==> src/rtl/ntsc_zbt_reader.sv <==
// ============================================================================
// ntsc_zbt_reader
// ----------------------------------------------------------------------------
// Display-side reader for the NTSC frame buffer stored in ZBT RAM.
//
// The XVGA raster position (hcount/vcount) is translated into the address
// layout used by the NTSC write path: one 30-bit pixel per 36-bit word at
// address {line[8:0], col[9:0]}, relative to the top-left corner of the
// video window (H_START, V_START).  Reads are issued one per clock while the
// raster is inside the window.  The fixed ZBT read latency is absorbed by a
// valid-flag pipeline, and the incoming syncs/blank are delayed by the same
// total amount so pixel and sync outputs stay aligned.
//
// The block also owns a frame-aligned write inhibit: a freeze request is
// only honoured at frame start, so the NTSC writer is never stopped (or
// restarted) half-way through a frame and the held picture cannot tear.
//
// Ports
//   clk             pixel/system clock (only clock)
//   reset_n         asynchronous active-low reset
//   hcount, vcount  raster column / line from the XVGA timing generator
//   hsync, vsync    active-low syncs from the timing generator
//   blank           active-high blanking from the timing generator
//   freeze          level request to hold the current frame (frame start only)
//   vram_read_data  ZBT read data; [29:0] pixel, [35:30] unused
//   vram_addr       ZBT read address
//   vram_re         read request for this cycle
//   pixel           pixel aligned with the delayed syncs (0 outside window)
//   pixel_valid     pixel lies inside the video window
//   hsync_out, vsync_out, blank_out
//                   timing inputs delayed by LATENCY+2 clocks
//   write_inhibit   1 = NTSC writer must suppress writes (frame held)
//   frame_count     frames seen since leaving WAIT_SYNC (wraps 255 -> 0)
// ============================================================================
module ntsc_zbt_reader #(
    parameter logic [10:0] H_START = 11'd0,
    parameter logic [9:0]  V_START = 10'd0,
    parameter logic [10:0] WIDTH   = 11'd640,
    parameter logic [9:0]  HEIGHT  = 10'd480,
    parameter int          LATENCY = 2
) (
    input  logic        clk,
    input  logic        reset_n,
    input  logic [10:0] hcount,
    input  logic [9:0]  vcount,
    input  logic        hsync,
    input  logic        vsync,
    input  logic        blank,
    input  logic        freeze,
    input  logic [35:0] vram_read_data,
    output logic [18:0] vram_addr,
    output logic        vram_re,
    output logic [29:0] pixel,
    output logic        pixel_valid,
    output logic        hsync_out,
    output logic        vsync_out,
    output logic        blank_out,
    output logic        write_inhibit,
    output logic [7:0]  frame_count
);

    // Total pipeline depth from raster input to registered pixel output.
    localparam int D = LATENCY + 2;

    typedef enum logic [1:0] {
        WAIT_SYNC = 2'd0,
        RUN       = 2'd1,
        HOLD      = 2'd2
    } state_t;

    state_t state;
    state_t state_next;

    logic        vsync_prev;
    logic        frame_start;
    logic [10:0] h_off;
    logic [9:0]  v_off;
    logic        in_win;
    logic        read_en;

    // win_pipe[k] carries the in-window flag of the request issued k+1
    // clocks ago; index LATENCY lines up with the returning ZBT data.
    logic [LATENCY:0] win_pipe;

    logic [D-1:0] hsync_pipe;
    logic [D-1:0] vsync_pipe;
    logic [D-1:0] blank_pipe;

    // Tag bits of the ZBT word are not part of the pixel.
    logic [5:0] unused_tag;
    assign unused_tag = vram_read_data[35:30];

    // ------------------------------------------------------------------------
    // Frame start is the falling edge of the active-low vsync.  The previous
    // value resets to 0 so that coming out of reset while vsync is already
    // low is not mistaken for a frame start; a genuine high-to-low edge is
    // needed before the reader leaves WAIT_SYNC.
    // ------------------------------------------------------------------------
    always_ff @(posedge clk or negedge reset_n) begin
        if (!reset_n) begin
            vsync_prev <= 1'b0;
        end else begin
            vsync_prev <= vsync;
        end
    end

    assign frame_start = ~vsync & vsync_prev;

    // ------------------------------------------------------------------------
    // Window test and relative coordinates.  The subtraction is unsigned, so
    // positions left of / above the window wrap to large values and fail the
    // compare without needing a separate lower-bound test.
    // ------------------------------------------------------------------------
    assign h_off  = hcount - H_START;
    assign v_off  = vcount - V_START;
    assign in_win = (h_off < WIDTH) && (v_off < HEIGHT);

    // ------------------------------------------------------------------------
    // Mode state register.  write_inhibit is registered from the next state
    // so it changes on exactly the same edge as the state and is glitch-free
    // when it gates the writer's write enable.
    // ------------------------------------------------------------------------
    always_ff @(posedge clk or negedge reset_n) begin
        if (!reset_n) begin
            state         <= WAIT_SYNC;
            write_inhibit <= 1'b0;
        end else begin
            state         <= state_next;
            write_inhibit <= (state_next == HOLD);
        end
    end

    // ------------------------------------------------------------------------
    // Next-state and read-enable decode.  Mode changes are only evaluated on
    // frame start, so freeze is effectively sampled once per frame.  Reads
    // stay enabled in HOLD: the display keeps showing the held frame, only
    // the writer is stopped.
    // ------------------------------------------------------------------------
    always_comb begin
        state_next = state;
        read_en    = 1'b0;
        case (state)
            WAIT_SYNC: begin
                if (frame_start) begin
                    state_next = freeze ? HOLD : RUN;
                end
            end
            RUN: begin
                read_en = in_win;
                if (frame_start && freeze) begin
                    state_next = HOLD;
                end
            end
            HOLD: begin
                read_en = in_win;
                if (frame_start && !freeze) begin
                    state_next = RUN;
                end
            end
            default: begin
                state_next = WAIT_SYNC;
            end
        endcase
    end

    // ------------------------------------------------------------------------
    // Frame counter.  Every frame start counts: in WAIT_SYNC a frame start is
    // by definition the one that leaves WAIT_SYNC, and in RUN/HOLD all of
    // them count.  Natural 8-bit wrap.
    // ------------------------------------------------------------------------
    always_ff @(posedge clk or negedge reset_n) begin
        if (!reset_n) begin
            frame_count <= 8'd0;
        end else if (frame_start) begin
            frame_count <= frame_count + 8'd1;
        end
    end

    // ------------------------------------------------------------------------
    // Read request register.  The address only updates on an actual read so
    // the ZBT address bus stays quiet outside the window.
    // ------------------------------------------------------------------------
    always_ff @(posedge clk or negedge reset_n) begin
        if (!reset_n) begin
            vram_addr <= 19'd0;
            vram_re   <= 1'b0;
        end else begin
            vram_re <= read_en;
            if (read_en) begin
                vram_addr <= {v_off[8:0], h_off[9:0]};
            end
        end
    end

    // ------------------------------------------------------------------------
    // Valid-flag pipeline travelling alongside the read requests.  Reset
    // clears it, which discards any reads still in flight.
    // ------------------------------------------------------------------------
    always_ff @(posedge clk or negedge reset_n) begin
        if (!reset_n) begin
            win_pipe <= '0;
        end else begin
            win_pipe <= {win_pipe[LATENCY-1:0], read_en};
        end
    end

    // ------------------------------------------------------------------------
    // Output pixel register.  Data is only captured when the flag that
    // travelled with the request says it belongs to the window; otherwise the
    // output is forced to black so stale bus values never reach the display.
    // ------------------------------------------------------------------------
    always_ff @(posedge clk or negedge reset_n) begin
        if (!reset_n) begin
            pixel       <= 30'd0;
            pixel_valid <= 1'b0;
        end else begin
            pixel_valid <= win_pipe[LATENCY];
            pixel       <= win_pipe[LATENCY] ? vram_read_data[29:0] : 30'd0;
        end
    end

    // ------------------------------------------------------------------------
    // Sync and blank delay lines, D stages long so their outputs line up with
    // the registered pixel.  They flush to the idle (inactive sync, blanked)
    // level on reset.
    // ------------------------------------------------------------------------
    always_ff @(posedge clk or negedge reset_n) begin
        if (!reset_n) begin
            hsync_pipe <= '1;
            vsync_pipe <= '1;
            blank_pipe <= '1;
        end else begin
            hsync_pipe <= {hsync_pipe[D-2:0], hsync};
            vsync_pipe <= {vsync_pipe[D-2:0], vsync};
            blank_pipe <= {blank_pipe[D-2:0], blank};
        end
    end

    assign hsync_out = hsync_pipe[D-1];
    assign vsync_out = vsync_pipe[D-1];
    assign blank_out = blank_pipe[D-1];

endmodule

==> config.mk <==
export PLATFORM = sky130hd
export DESIGN_NAME = ntsc_zbt_reader
export DESIGN_NICKNAME = d
export VERILOG_FILES = /design/src/rtl/ntsc_zbt_reader.sv
export SDC_FILE = /design/constraint.sdc
export NUM_CORES = 1
export LEC_CHECK = 0
export ABC_AREA = 1
export BUFFER_PORTS_ARGS = -buffer_cell sky130_fd_sc_hd__buf_4
export CAP_MARGIN = 40
export CORE_ASPECT_RATIO = 0.6
export CORE_MARGIN = 2
export CORE_UTILIZATION = 35
export DETAILED_ROUTE_END_ITERATION = 6
export GPL_TIMING_DRIVEN = 0
export PLACE_DENSITY = 0.61
export SLEW_MARGIN = 15
export SYNTH_ARGS = -nofsm -noshare
export SYNTH_HDL_FRONTEND = slang
export SYNTH_SLANG_ARGS = --single-unit
==> constraint.sdc <==
create_clock -name clk -period 1.8 [get_ports clk]
set_input_delay 0 -clock clk [delete_from_list [all_inputs] [get_ports clk]]
set_output_delay 0 -clock clk [all_outputs]
set_load 0.01 [all_outputs]
Yosys cells after proc, flatten, opt, wreduce, memory -nomap -nowiden
Cells that the tools add are included.
{ "word_totals": {"ramBits": 0, "mem_count": 0, "latchBits": 0, "regBits": 78, "rom_bits": 0} }
{ "classes": {"addsub": 1, "n_mul": 0, "div_mod_pow": 0, "mux": 7, "shift": 0, "n_eq_ne": 3, "magnitude_cmp": 2, "reduce_logical": 6, "bitwise_logic": 2} }
{ "ops": {"columns": ["op", "count"], "rows": [
  ["30-bit two-way mux", 1],
  ["11-bit by 10-bit < comparator with 1-bit output, second input constant", 1],
  ["10-bit by 9-bit < comparator with 1-bit output, second input constant", 1],
  ["8-bit by 1-bit adder with 8-bit output, second input constant", 1],
  ["2-bit two-way mux", 4],
  ["2-bit one-hot mux with 3 select lines", 1],
  ["2-bit == test, second input constant", 2],
  ["1-bit logical AND", 3],
  ["2-bit by 1-bit == test with 1-bit output, second input constant", 1],
  ["2-bit logical NOT", 1],
  ["2-bit OR reduction", 1],
  ["1-bit bitwise AND", 1],
  ["1-bit logical NOT", 1],
  ["1-bit two-way mux", 1],
  ["1-bit inverter", 1]
]} }

Logic depth before layout (Yosys ltp)
{ "logic_depth": {"depth_word": 6, "depth_mapped": 8, "depth_no_buf": 8} }

Worst setup path before layout
OpenSTA, ideal clock, no wires.
{ "synth_path": {"kind": "register to register", "start": "reg state[1]", "end": "reg vram_addr[0]", "arrival_time_ns": 1.204, "slack_ns": 0.479, "required_time_ns": 1.683, "stages_incl_launch_ff": 9, "synth_period_minus_slack_ns": 1.321, "path_cell_list": "dfrtp_1 inv_1 ha_1 nand2_1 nor2_2 nand2_1 buf_2 nand2_1 nand2_1"} }
{ "synth_between": {"elab_chain_cells": 3} }
{ "synth_lines": {"columns": ["element", "line_no", "text"], "rows": [
  ["start, declared", "71", "state_t state;"],
  ["start signal, assigned", "128", "state <= state_next;"],
  ["2-bit == test / 2-bit by 1-bit == test with 1-bit output (equally long branches)", "142", "case (state)"],
  ["2-bit OR reduction (no source line) *", null, null],
  ["1-bit two-way mux *", "142", null],
  ["end signal, assigned", "190", "vram_addr <= {v_off[8:0], h_off[9:0]};"],
  ["end, declared", "51", "output logic [18:0] vram_addr,"]
]} }
Every way passes the cells marked *; elsewhere a longest branch is shown, timed or not.
A chain may end at the register's enable or synchronous reset.

Worst setup path in the final report
{ "layout_path": {"start": "reg state[1]", "end": "reg vram_addr[5]"} }
The elaborated chain is that of the path after synthesis.

==> metrics <==
status complete, no violations; # fillers 673; Area growth syn-to-layout 66.5%; gr usage total 0.165; Root Driver clkbuf_16; Hold Buf Count CTS 53; Final Hold Fails 0; htree depth 3; clk sinks 77; sw frac 0.291; peak supply drop 0.000562 V; die span in y approximately 74 um; number of setup buffers added after CTS 0; combinational power share 0.263; Final Util 0.604; vias in the first global route roughly 2,400; Flop pwr share 0.404; Mean Syn Cell Area 10.2 sq um; Seq cells post-synth 77; kind of critical path flip-flop to flip-flop; XOR/XNOR share of the synthesized area 0.00915; post-layout minimum cycle time 1510 ps; TritonCTS clock tree yes; Clk network pwr share 0.333; post-CTS resize count 0; count of cell types in the netlist 23; WL met2 3030 um; CP arrival 1720 ps; post-route cell area ~4800 sq um; Residual DRC 0; Placed Cells 510; multi-input logic area 694 sq um; antenna viol nets, final 0; Final setup violation count 0; first-pass GRT wire length around 11,000 um; worst min-delay path category input port to flip-flop; internal power 4.11 mW; cell count of the worst hold path 6; P_sw 1.68 mW; wire per inst about 12 um; slowest stage cell on the critical path dfrtp_1; Min-Delay Startpoint freeze; worst rel slew slack 0.697; Pre-Repair DR Iteration Count 4; wl on met1 approximately 3400 um; largest family of logic cells by synthesized area simple AND/OR/NAND/NOR gates; r2r setup slk 290 ps; Synth Area in Adders 0.0218; Clock Latency Late Sink 320 ps; FP Rows 25; crit-path cells inv_1 > ha_1 > nand2_1 > nor2_2 > nand2_1 > buf_2 > nand2_1 > nand2_1; Layout Skew 4.57 ps; Reg2Reg Depth 8; r2r startpoint state[1]; register area share after synthesis 0.677; non-filler instance count after layout 579; Max Freq 661 MHz; 1st-iter DRT viols 127; multiplexer share of the synthesized area 0; Least-Margin Pin Slew about 460 ps; CTS clock-pin slew for the worst setup and hold paths 60 ps; DP Wirelength 4660 um; max_cap viols 0; number of I/O pins 126; Yosys warnings 0; leakage power 2.73 nW; core area about 7900 sq um; CTS Buf Count 9; largest net degree at the start of global routing 46; PwrDens 1210 nW/um^2; Synth Cell Area about 2900 sq um; dpl cell area 3930 sq um; critical path capture point type flip-flop; GR Overflow Total 0; Slowest Stage Delay on Critical Path 400 ps; die width 121 um; diode count 0; WP data required 2010 ps; setup_tns 0 ps; CP max FO 10; register area 1940 sq um; Final Cycle Share 0.840; Synth Area in Compound Gates 0.00610; WHS Endpoint state[0]; via count about 2,400; Largest delay share family, worst path simple AND/OR/NAND/NOR gates; Post-Syn Nets 350; metal3 WL 481 um; Worst setup SP type flip-flop; RD Place Congestion around 0.78; r2r endpoint vram_addr[5]; unrepaired setup endpoints after global routing no; Longest Clk Path Bufs 2; initial antenna violation count 0; starting density of the core 0.363; Post-Synth Simple-Gate Area 0.205; Die Footprint roughly 9000 sq um; DR vias/cell 4.12; share of cells above drive strength 1 0.333; Top Metal Used met4; cell count after synthesis 282; Most Frequent Cell on Critical Path nand2_1; final layout net count 534; Final Max Slew Viols 0; critical path buffer and inverter count 2; IO buf count 119; final WL between 6000 and 7000 um
-- cells in the mapped netlist, drive strengths merged --
master | number | area share
nand2 | 102 | 0.13
dfrtp | 65 | 0.57
inv | 44 | 0.058
nand3 | 25 | 0.045
dfstp | 12 | 0.11
nor2 | 8 | 0.011
buf | 6 | 0.020
ha | 5 | 0.022
clkbuf | 3 | 0.0039
nand3b | 2 | 0.0052
nor3 | 2 | 0.0052
xor2 | 2 | 0.0061
a21oi | 1 | 0.0017
nand4 | 1 | 0.0022
o21a | 1 | 0.0026
o21ai | 1 | 0.0017
or2 | 1 | 0.0022
xnor2 | 1 | 0.0031
-- metal layers --
metal,GRT usage,vias up
li1,-,1211
met1,0.235,1076
met2,0.251,96
met3,0.0491,2
met4,0.0388,0
met5,0,-
-- layout by cell type (no fill, tap or decap), types with 2 or more instances in the layout --
| cell type | synthesis | final |
|---|---|---|
| inv_1 | 44 | 44 |
| ha_1 | 5 | 5 |
| clkbuf_16 | 0 | 9 |
| bufinv_16 | 0 | 2 |
| nor2_1 | 7 | 7 |
| buf_2 | 3 | 3 |
| buf_4 | 0 | 119 |
| xor2_1 | 2 | 2 |
| nand2_1 | 102 | 102 |
| buf_6 | 2 | 2 |
| dfstp_2 | 12 | 12 |
| clkbuf_1 | 3 | 4 |
| inv_6 | 0 | 3 |
| nand3_1 | 24 | 24 |
| dlygate4sd3_1 | 0 | 53 |
| nand3b_1 | 2 | 2 |
| dfrtp_1 | 65 | 65 |
-- final cells by class --
type	instances	share of cell area
timing repair buffer	173	0.304
clock buffer	10	0.0479
clock inverter	6	0.0196
inverter	44	0.0346
multi-input combinational	152	0.145
tap	108	0.0283
buffer	9	0.0144
sequential	77	0.406
-- sequential cells by signal, summed over array words and instances, names as in the netlist --
name           cells
frame_count        8
state              2
write_inhibit      1
blank_pipe         4
pixel_valid        1
vram_addr         19
vsync_prev         1
pixel             30
vsync_pipe         4
hsync_pipe         4
win_pipe           3
-- per-stage QoR --
stage	setup slack [ps]	hold WS (ps)	power [mW]
after floorplan	479	-296	3.00
after global placement	290	110	3.78
after detailed placement	287	-25.2	3.81
after CTS	275	110	5.88
after global routing	146	175	6.20
final	288	120	5.80
-- worst reg2reg max path: cells and delay by family, from the launching register on --
kind | cells | cell delay (ps)
AND/OR/NAND/NOR | 5 | 430
flip-flops | 1 | 400
buffers and inverters | 2 | 300
adder cells (fa/ha/maj) | 1 | 280
-- cells by family after synthesis --
family / Yosys count
XOR/XNOR: 3
adder cells (fa/ha/maj): 5
flip-flops: 77
buffers and inverters: 53
AND/OR/NAND/NOR: 141
AO/OA/AOI/OAI: 3
-- worst max path at each step --
| stage | depth (start not counted) | slack (ps) | startpoint | to |
|---|---|---|---|---|
| global placement | 8 | 290 | state[1] | vram_addr[13] |
| global route | 8 | 150 | state[1] | vram_addr[2] |
| CTS | 8 | 270 | state[1] | vram_addr[12] |
| finish | 8 | 290 | state[1] | vram_addr[5] |
| detailed placement | 8 | 290 | state[1] | vram_addr[12] |
| floorplan | 8 | 480 | state[1] | vram_addr[0] |
-- power groups by stage --
stage | sequential [mW] | clock, mW | combinational [mW]
floorplan | 2.48 | 0 | 0.525
global placement | 2.36 | 0 | 1.42
detailed placement | 2.36 | 0 | 1.45
CTS | 2.34 | 1.99 | 1.55
global route | 2.39 | 2.09 | 1.71
finish | 2.34 | 1.93 | 1.52
Power figures use the tool's default switching activity.
